--- src/rtl/div8by4_seq.sv ---
// Sequential restoring divider: 8-bit dividend / 4-bit divisor, one quotient bit per clock.
// Handshake: a start pulse sampled in IDLE launches one operation, and done pulses once when the results update.
module div8by4_seq (
  input  logic       clk,
  input  logic       rst_n,
  input  logic       start,
  input  logic [7:0] dividend,
  input  logic [3:0] divisor,
  output logic       busy,
  output logic       done,
  output logic       div0,
  output logic [7:0] quotient,
  output logic [3:0] remainder
);

  typedef enum logic [1:0] {
    IDLE = 2'd0,
    RUN  = 2'd1,
    DONE = 2'd2
  } state_t;

  state_t     state;
  logic [4:0] prem;
  logic [7:0] sreg;
  logic [3:0] dvsr;
  logic [2:0] count;

  logic [5:0] shifted;
  logic [5:0] trial;
  logic       fits;
  logic [4:0] next_prem;
  logic [7:0] next_sreg;

  // One restoring step: shift in the next dividend bit and try to subtract the divisor.
  always_comb begin
    shifted   = {prem, sreg[7]};
    trial     = shifted - {2'b00, dvsr};
    fits      = ~trial[5];
    next_prem = fits ? trial[4:0] : shifted[4:0];
    next_sreg = {sreg[6:0], fits};
  end

  always_ff @(posedge clk or negedge rst_n) begin
    if (!rst_n) begin
      state     <= IDLE;
      busy      <= 1'b0;
      done      <= 1'b0;
      div0      <= 1'b0;
      quotient  <= 8'h00;
      remainder <= 4'h0;
      prem      <= 5'd0;
      sreg      <= 8'h00;
      dvsr      <= 4'h0;
      count     <= 3'd0;
    end else begin
      case (state)
        IDLE: begin
          done <= 1'b0;
          if (start) begin
            if (divisor != 4'h0) begin
              dvsr  <= divisor;
              prem  <= 5'd0;
              sreg  <= dividend;
              count <= 3'd0;
              busy  <= 1'b1;
              state <= RUN;
            end else begin
              quotient  <= 8'hFF;
              remainder <= 4'h0;
              div0      <= 1'b1;
              done      <= 1'b1;
              state     <= DONE;
            end
          end
        end
        RUN: begin
          prem  <= next_prem;
          sreg  <= next_sreg;
          count <= count + 3'd1;
          // Eighth step: publish results, dropping busy as done rises.
          if (count == 3'd7) begin
            quotient  <= next_sreg;
            remainder <= next_prem[3:0];
            div0      <= 1'b0;
            busy      <= 1'b0;
            done      <= 1'b1;
            state     <= DONE;
          end
        end
        DONE: begin
          done  <= 1'b0;
          state <= IDLE;
        end
        default: begin
          busy  <= 1'b0;
          done  <= 1'b0;
          state <= IDLE;
        end
      endcase
    end
  end

endmodule
--- config.mk ---
export PLATFORM = sky130hd
export DESIGN_NAME = div8by4_seq
export DESIGN_NICKNAME = d
export VERILOG_FILES = /design/src/rtl/div8by4_seq.sv
export SDC_FILE = /design/constraint.sdc
export NUM_CORES = 1
export LEC_CHECK = 0
export CAP_MARGIN = 20
export CELL_PAD_IN_SITES_DETAIL_PLACEMENT = 0
export CELL_PAD_IN_SITES_GLOBAL_PLACEMENT = 1
export CORE_ASPECT_RATIO = 1.2
export CORE_MARGIN = 1
export CORE_UTILIZATION = 36
export CTS_CLUSTER_DIAMETER = 150
export DETAILED_ROUTE_END_ITERATION = 8
export GPL_TIMING_DRIVEN = 0
export PLACE_DENSITY_LB_ADDON = 0.1
export SETUP_SLACK_MARGIN = 0.2
export SLEW_MARGIN = 20
export SYNTH_ARGS = -nofsm -noshare
export SYNTH_HDL_FRONTEND = slang
export SYNTH_SLANG_ARGS = --single-unit
--- constraint.sdc ---
create_clock -name clk -period 2.3 [get_ports clk]
set_clock_uncertainty 0.2 [all_clocks]
set_input_delay 0.345 -clock clk [delete_from_list [all_inputs] [get_ports clk]]
set_output_delay 0.345 -clock clk [all_outputs]
set_load 0.05 [all_outputs]
==> results of run 1 <==
-- per-stage QoR --
stage	setup WS (ns)	hold WS, ns	instances
after floorplan	0.178	-0.151	183
after global placement	-0.127	0.260	270
after detailed placement	-0.101	0.0435	271
after CTS	0.110	0.277	287
after global routing	0.0802	0.288	292
final	0.143	0.267	292
-- cell type report --
type,instances,share of cell area
multi-input combinational,128,0.364
buffer,8,0.0162
sequential,37,0.375
tap,58,0.0293
inverter,10,0.0152
timing repair buffer,43,0.168
clock buffer,8,0.0324
-- layer usage --
| metal | part of all wire | up-vias | GRT usage |
|---|---|---|---|
| li1 | - | 727 | - |
| met1 | 0.44 | 719 | 0.208 |
| met2 | 0.52 | 27 | 0.315 |
| met3 | 0.034 | 5 | 0.0359 |
| met4 | 0.014 | 0 | 0.0532 |
| met5 | 0 | - | 0 |
-- where the power goes --
group / switching (mW) / total [mW] / internal (mW)
logic: 1.49 / 2.82 / 1.33
registers: 0.234 / 1.20 / 0.966
clock network: 0.212 / 0.427 / 0.215
-- worst max-delay path, delay by kind of cell, from the launching register on --
| family | cells | cell delay [ns] |
|---|---|---|
| multiplexers | 1 | 0.31 |
| buffers and inverters | 1 | 0.15 |
| flip-flops | 1 | 0.41 |
| adder cells (fa/ha/maj) | 1 | 0.24 |
| AO/OA/AOI/OAI | 3 | 0.64 |
| AND/OR/NAND/NOR | 1 | 0.13 |
-- logic make-up after synthesis --
logic type,share of synthesized area
DFF,0.523
AOI/OAI and AO/OA,0.184
muxes,0.0297
xor gates and xnor gates,0.00495
buffers and inverters,0.0424
adders and majority gates,0.0537
and+or+nand+nor,0.163
-- worst paths after layout --
check | start | endpoint | slack [ns] | cells past startpoint
hold reg to reg | count[0]$_DFFE_PN0P_ | count[0]$_DFFE_PN0P_ | 0.28 | 1
setup / recovery | prem[0]$_DFFE_PN0P_ | prem[0]$_DFFE_PN0P_ | 0.14 | 7
max in group asynchronous | rst_n | prem[1]$_DFFE_PN0P_ | 1.19 | 3
min in group clk | count[0]$_DFFE_PN0P_ | count[0]$_DFFE_PN0P_ | 0.28 | 1
hold / removal | rst_n | prem[2]$_DFFE_PN0P_ | 0.27 | 2
setup reg to reg | prem[0]$_DFFE_PN0P_ | prem[0]$_DFFE_PN0P_ | 0.14 | 7
-- cell usage after synthesis, drive strengths merged --
cell,n,area [um2]
ha,6,75.1
o21ai,10,50.1
mux2,2,22.5
or4,1,7.51
or3,1,11.3
nand2b,2,12.5
nor3,1,10.0
clkbuf,2,7.51
o21bai,1,7.51
a21oi,12,63.8
xor2,1,8.76
nand3,3,15.0
fa,1,20.0
o211ai,1,7.51
a22o,2,17.5
mux2i,3,30.0
nor2b,1,6.26
a31oi,8,50.1
a211oi,1,7.51
o21a,2,15.0
nor2,28,105
a21o,4,31.3
o31a,1,10.0
buf,6,30.0
inv,10,37.5
nor4,1,6.26
nand2,28,105
o22ai,3,18.8
a2111o,1,11.3
nor4b,1,8.76
dfrtp,37,926
o2111ai,2,35.0
-- sequential cells by signal (all words and copies together) (netlist names) --
name and flops:
quotient 8, sreg 8, prem 5, dvsr 4, remainder 4, count 3, state 2, busy 1
div0 1, done 1
-- placed cells by master, fill, tap and decap left out, types with 5 or more instances in the layout --
cell,count
dfrtp_1,36
nor2_1,28
nand2_1,28
clkdlybuf4s50_1,28
buf_4,10
a21oi_1,10
a31oi_1,8
inv_1,7
o21ai_0,7
buf_2,6
clkbuf_1,5
clkbuf_8,5
-- repair_timing --
item / CTS / global route
endpoints found under the hold margin: 10 / 0
setup endpoints to repair: 12 / 24
hold buffers: 1 / 0
pin swaps: 8 / 5
gates resized for setup: 14 / 14
setup buffers: 7 / 5
==> summary.txt, run 1 <==
Status = finished clean
Layout cells sized above 1 = 0.218
Routed Antenna Nets = 0
P&R area growth vs syn = 39.7%
First-pass GRT wire length = 6790 um
Power Total = 4.45 mW
Synth Net Count = 205
Cell area after layout = 0.00247 mm2
CP Launch Type = register
Dpl hpwl = 3030 um
RSZ-0062 raised after global routing = true
Setup Viol. Count Final = 0
Core Util, Final = 0.531
Grt ovf = 0
DR WL/cell = 14.7 um
Number of DRC markers in iteration 0 = 36
Post-Syn Area = 0.00177 mm2
Total vias in the final route = 1478
CTS Buf Count = 5
Row count = 27
Synth Warn # = 0
Slowest cell on the critical path = dfrtp_1
Maximum clock rate = 464 MHz
Yosys reg bits = 37
Ports = 30
CP peak stage delay = 0.41 ns
CP Cell Sequence = ha_4 -> nor2b_4 -> o31a_4 -> o2111ai_4 -> buf_6 -> mux2_4 -> o21ai_2
WL final = 4290 um
Ant diodes = 0
Synth Instances = 183
Number of global-route vias before repair = 1400
Placement Cell Area = 0.00216 mm2
Storage cell area = 927 um2
Die Footprint = 0.00520 mm2
Clock transition at path regs = 0.07 ns
Drt via density = 5.06
Height of the die = 78.8 um
Post-layout min period = 2.16 ns
Initial Utilization = 0.380
WS Path Type = register to register
Gr usage total = 0.176
Core ar. = 0.00466 mm2
Final Hold Vio Count = 0
Fillers = 439
Seq/Total Area, Yosys = 0.523
Distinct cells, synth = 36
Fin crit share = 0.938
Pwr/cell area = 1800 mW/mm2
Max-slew violation count = 0
Root Buffer Master = clkbuf_8
Setup TNS Final = 0 ns
Hold Crit Class = primary input to asynchronous set/reset pin
DR pass1 iterations = 4
Clk_lat worst skew = 0.28 ns
Multi-input logic area = 900 um2
GPL Wtd Cong = 0.764
Largest net degree at the start of global routing = 28
P_leak = 1.07 nW
VDD IR-drop max = 0.000810 V
Crit path capture type = register
Post-layout nets = 255
Port Buffers = 29
Initial antenna violation count = 0
Max-cap check violation count = 0
CP Data Required Time = 2.31 ns
Worst EP arrival = 2.17 ns
Post-route DRC = 0
Synth Area per Inst = 9.67 um2
DIE WIDTH = 66.0 um
H-tree levels = 2
CTS max path bufs = 2
CTS tree = done
Worst-path fanout max = 4
Clock net sink count = 37
Relative slew slack = 0.634
Worst-Margin Slew = 0.550 ns
Note: power is estimated with default switching activity, not from simulation.
==> run 2, diff against run 1 <==
CELL_PAD_IN_SITES_DETAIL_PLACEMENT = 2   (was 0)
CELL_PAD_IN_SITES_GLOBAL_PLACEMENT = 2   (was 1)
CORE_MARGIN = 2   (was 1)
CORE_UTILIZATION = 29   (was 36)
==> run 2 against run 1 <==
Net effect:
- routed wire length grew 28%
- utilization is 10 points lower
- clock power up 4%
==> summary.txt, run 2 (synthesis gave the netlist of run 1 again) <==
Status = finished clean
Fin crit share = 0.951 (+0.0134)
Fillers = 676 (+54%)
Total vias in the final route = 1555 (+5.2%)
Ant diodes = 0 (unchanged)
CP Data Required Time = 2.33 ns (+0.02 ns)
Largest net degree at the start of global routing = 29 (+3.6%)
CTS tree = done
Number of DRC markers in iteration 0 = 47 (+31%)
Hold Worst Slack = 0.255 ns (-0.0122 ns)
P&R area growth vs syn = 43.7%
Worst-Margin Slew = 0.507 ns (-0.0422 ns)
Top Registers = quotient: 8 flops, sreg: 8 flops, prem: 5 flops
Max-cap check violation count = 0 (unchanged)
Hold Crit Class = primary input to asynchronous set/reset pin
CP Launch Type = register
Maximum clock rate = 457 MHz (-1.4%)
Clock net sink count = 37 (unchanged)
Height of the die = 89.6 um (+14%)
Setup Viol. Count Final = 0 (unchanged)
Initial Utilization = 0.296 (-0.0834)
Port Buffers = 29 (unchanged)
Final Hold Vio Count = 0 (unchanged)
Drt via density = 4.91 (-3.1%)
Pwr/cell area = 1800 mW/mm2 (about the same)
Power Total = 4.58 mW (+2.9%)
Post-route DRC = 0 (unchanged)
VDD IR-drop max = 0.000590 V (-27%)
CTS Buf Count = 5 (unchanged)
DIE WIDTH = 75.3 um (+14%)
DR pass1 iterations = 4 (unchanged)
Die Footprint = 0.00675 mm2 (+30%)
Ports = 30 (unchanged)
Most frequent cells in the layout = dfrtp_1 (36), nor2_1 (28), nand2_1 (28), clkdlybuf4s50_1 (28), buf_4 (13)
Post-layout min period = 2.19 ns (+0.0308 ns)
Max-slew violation count = 0 (unchanged)
Number of global-route vias before repair = 1803 (+29%)
Root Buffer Master = clkbuf_8
Grt ovf = 0 (unchanged)
Initial antenna violation count = 0 (unchanged)
Post-layout nets = 256 (+0.39%)
First-pass GRT wire length = 9140 um (+35%)
Cell area after layout = 0.00254 mm2 (+2.8%)
Core ar. = 0.00597 mm2 (+28%)
Clock transition at path regs = 0.08 ns (about the same)
WS Path Type = register to register
Worst-path fanout max = 2 (-2)
Dpl hpwl = 3830 um (+26%)
GPL Wtd Cong = 0.758 (-0.79%)
CTS max path bufs = 2 (unchanged)
DR WL/cell = 17.4 um (+18%)
Crit path capture type = register
Layout cells sized above 1 = 0.243 (+0.0246)
Gr usage total = 0.181 (+0.00431)
Clk_lat worst skew = 0.29 ns (about the same)
Row count = 31 (+15%)
H-tree levels = 2 (unchanged)
P_leak = 1.10 nW (+2.4%)
Relative slew slack = 0.661 (+0.0271)
Commonest non-fill, non-tap cell in the layout = dfrtp_1
Worst EP arrival = 2.22 ns (+0.05 ns)
Routed Antenna Nets = 0 (unchanged)
WL final = 5510 um (+28%)
Cell count after placement = 295 (+8.9%)
Layout Cells excl Fill = 317 (+8.6%)
Placement Cell Area = 0.00219 mm2 (+1.4%)
R2R Setup Slk = 0.11 ns (-0.03 ns)
RSZ-0062 raised after global routing = true
-- run 2: cell types whose count changed in the layout (fill, tap and decap cells not counted), sizes merged --
cell,delta
clkinv,+2
clkbuf,-2
buf,+1
-- run 2: where the power goes --
group	internal (mW)	switching [mW]
logic	1.35	1.57
clock network	0.210	0.235
registers	0.964	0.249
total	2.52	2.05
-- run 2: repair_timing --
item / in CTS / in global routing
pin swaps: 7 / 10
hold buffers: 1 / 0
gates cloned: 0 / 0
buffers inserted: 7 / 6
resized for setup: 19 / 16
endpoints found under the hold margin: 9 / 0
endpoints found under the setup margin: 18 / 24
-- run 2: routing by layer --
metal  share of wire  global-route usage  up-vias
li1                -                   -      732
met1            0.41               0.217      794
met2            0.55               0.323       25
met3           0.026              0.0346        4
met4          0.0064              0.0558        0
met5               0                   0        -
-- run 2: critical path, cell delays in order (launching register included) --
cell and delay (ns):
dfrtp_1 0.39, inv_2 0.09, ha_4 0.15, inv_2 0.04, fa_2 0.33, a21o_2 0.20, a21o_1 0.17, or4_4 0.48
nand3_2 0.07
-- run 2: metrics by stage --
step	util	setup WS, ns	setup TNS [ns]
after detailed placement	0.366	-0.173	-2.47
final	0.426	0.112	0
after global placement	0.364	-0.216	-10.06
after CTS	0.405	0.0588	0
after floorplan	-	0.178	0
after global routing	0.426	0.0356	0
-- run 2: cell type report --
type,count,area (um2),area share
Clock buffer,6,72.6,0.0285
Buffer,8,45.0,0.0177
Tap cell,82,103,0.0403
Clock inverter,2,10.0,0.00394
Multi-Input combinational cell,128,920,0.362
Sequential cell,37,927,0.364
Inverter,10,37.5,0.0148
Timing Repair Buffer,44,429,0.169
-- run 2: path summary, 6_finish.rpt --
path,startpoint,end,cells past startpoint
max in group asynchronous,rst_n,prem[0]$_DFFE_PN0P_,3
hold / removal,rst_n,prem[3]$_DFFE_PN0P_,2
min in group clk,count[0]$_DFFE_PN0P_,count[0]$_DFFE_PN0P_,1
setup reg to reg,sreg[7]$_DFFE_PN0P_,prem[4]$_DFFE_PN0P_,8
hold reg to reg,count[0]$_DFFE_PN0P_,count[0]$_DFFE_PN0P_,1
setup / recovery,sreg[7]$_DFFE_PN0P_,prem[4]$_DFFE_PN0P_,8
==> run 3, diff against run 2 <==
CORE_UTILIZATION = 34   (was 29)
DONT_BUFFER_PORTS = 1   (was not set)
==> run 3 against run 2 <==
Net effect:
- global-route usage is 2.0 points higher
- highest routed layer unchanged
- sequential share of layout area up 4.5 points
- worst setup slack improved by 0.028 ns
- utilization up 3.0 points
- critical endpoint is now remainder[1]$_DFFE_PN0P_
- worst hold slack got worse by 0.24 ns
- maximum frequency up 1.3%
- die area down 14%
==> summary.txt, run 3 (synthesis gave the netlist of run 1 again) <==
Status = finished clean
CP Data Required Time = 2.27 ns (-0.06 ns)
Clock transition at path regs = 0.08 ns (about the same)
Post-route DRC = 0 (unchanged)
Max-slew violation count = 0 (unchanged)
WS Path Type = register to register
Core Util, Final = 0.455 (+0.0296)
Slowest cell on the critical path = dfrtp_1
Number of DRC markers in iteration 0 = 14 (-70%)
Grt ovf = 0 (unchanged)
Final Worst Setup Slack = 0.140 ns (+0.0280 ns)
CP peak stage delay = 0.38 ns (-0.10 ns)
H-tree levels = 2 (unchanged)
Max-cap check violation count = 0 (unchanged)
DIE WIDTH = 69.9 um (-7.2%)
Post-layout nets = 230 (-10%)
GRT busiest layer = met2
Clk_lat worst skew = 0.29 ns (about the same)
Maximum clock rate = 463 MHz (+1.3%)
Hold Crit Class = primary input to register
Initial antenna violation count = 0 (unchanged)
Ant diodes = 0 (unchanged)
Port Buffers = 0 (-100%)
Clock net sink count = 37 (unchanged)
Worst-Margin Slew = 0.512 ns (+0.00412 ns)
CTS Buf Count = 5 (unchanged)
CP Launch Type = register
Cell count after placement = 243 (-18%)
Die Footprint = 0.00580 mm2 (-14%)
WL final = 5200 um (-5.6%)
Worst EP arrival = 2.13 ns (-0.09 ns)
Fin crit share = 0.939 (-0.0122)
Root Buffer Master = clkbuf_8
Most frequent cells in the layout = dfrtp_1 (36), nor2_1 (28), nand2_1 (28)
Commonest non-fill, non-tap cell in the layout = dfrtp_1
Total vias in the final route = 1452 (-6.6%)
Number of global-route vias before repair = 1711 (-5.1%)
P&R area growth vs syn = 28.0%
Ports = 30 (unchanged)
CTS tree = done
Layout cells sized above 1 = 0.244 (+0.00147)
Largest net degree at the start of global routing = 38 (+31%)
Crit path capture type = register
First-pass GRT wire length = 8960 um (-1.9%)
Post-layout min period = 2.16 ns (-0.0280 ns)
Height of the die = 83.1 um (-7.3%)
Worst-path fanout max = 6 (+4)
DR pass1 iterations = 4 (unchanged)
VDD IR-drop max = 0.000676 V (+15%)
Routed Antenna Nets = 0 (unchanged)
Drt via density = 5.40 (+10%)
Met3 Usage GRT = 0.0413 (+0.00666)
Pre-CTS WS = -0.0668 ns (+0.107 ns)
Met1 Use GR = 0.234 (+0.0166)
Relative slew slack = 0.658 (-0.00295)
Layout Cells excl Fill = 269 (-15%)
CTS max path bufs = 2 (unchanged)
Initial Utilization = 0.356 (+0.0595)
Core ar. = 0.00497 mm2 (-17%)
Dpl hpwl = 3610 um (-5.7%)
Pwr/cell area = 1930 mW/mm2 (+7.1%)
Met2 usage = 0.362 (+0.0394)
CP Cell Sequence = inv_2 -> ha_4 -> nor2b_4 -> o31a_4 -> o2111ai_4 -> mux2i_2 -> o22ai_1
Setup Viol. Count Final = 0 (unchanged)
Row count = 28 (-9.7%)
DR WL/cell = 19.3 um (+11%)
Final Hold Vio Count = 0 (unchanged)
Gr usage total = 0.201 (+0.0202)
Power Total = 4.36 mW (-4.6%)
GPL Wtd Cong = 0.814 (+7.4%)
RSZ-0062 raised after global routing = true
P_leak = 1.01 nW (-8.0%)
Top Registers = quotient: 8 flops, sreg: 8 flops, prem: 5 flops
==> run 3: cell count changes in the layout (fill, tap and decap cells not counted), sizes merged <==
cell | before | now
buf | 21 | 16
clkdlybuf4s50 | 28 | 0
bufinv | 0 | 2
clkinv | 2 | 1
clkbuf | 8 | 7
dlygate4sd3 | 1 | 8
==> run 3: metal layers <==
metal	part of all wire	up-vias
met2	0.54	24
li1	-	678
met4	0.015	0
met3	0.030	4
met1	0.41	746
met5	0	-
==> run 3: worst paths after layout <==
kind	slack [ns]	cells past startpoint	start	end
setup reg to reg	0.14	7	dvsr[1]$_DFFE_PN0P_	remainder[1]$_DFFE_PN0P_
hold / removal	0.01	2	dividend[6]	sreg[6]$_DFFE_PN0P_
hold reg to reg	0.29	1	count[0]$_DFFE_PN0P_	count[0]$_DFFE_PN0P_
max in group asynchronous	1.35	2	rst_n	prem[0]$_DFFE_PN0P_
setup / recovery	0.14	7	dvsr[1]$_DFFE_PN0P_	remainder[1]$_DFFE_PN0P_
min in group asynchronous	0.35	2	rst_n	prem[2]$_DFFE_PN0P_
==> run 3: through the flow <==
stage	hold WS, ns	area [um2]	setup TNS [ns]
2_1_floorplan	-0.151	1780	0
3_3_place_gp	-0.150	1860	0
3_5_place_dp	-0.149	1860	-0.196
4_1_cts	0.00518	2200	0
5_1_grt	0.0184	2270	0
6_report	0.0134	2270	0
==> run 3: area by class of cell <==
class | instances | area (um2)
fill | 536 | 2710
tap | 60 | 75.1
inverter | 10 | 37.5
clock inverter | 3 | 65.1
buffer | 8 | 42.5
multi-input combinational | 128 | 875
sequential | 37 | 927
timing repair buffer | 18 | 175
clock buffer | 5 | 68.8
==> run 3: report_power, final <==
group | internal, mW | switching [mW] | leakage (nW) | total (mW)
logic | 1.02 | 1.07 | 0.510 | 2.08
registers | 0.957 | 0.644 | 0.429 | 1.60
clock network | 0.431 | 0.248 | 0.0681 | 0.679
==> run 3: repair_timing <==
action,in CTS,in global routing
endpoints found under the hold margin,44,0
setup buffers,5,4
setup endpoints to repair,11,17
resized for setup,16,11
cloned,0,0
pin swaps,3,8
hold buffers,9,0
==> run 3: critical path, delay by kind of cell, from the launching register on <==
kind / cells / cell delay (ns)
AO/OA/AOI/OAI: 3 / 0.73
AND/OR/NAND/NOR: 1 / 0.13
adder cells (fa/ha/maj): 1 / 0.20
flip-flops: 1 / 0.38
multiplexers: 1 / 0.32
buffers and inverters: 1 / 0.08
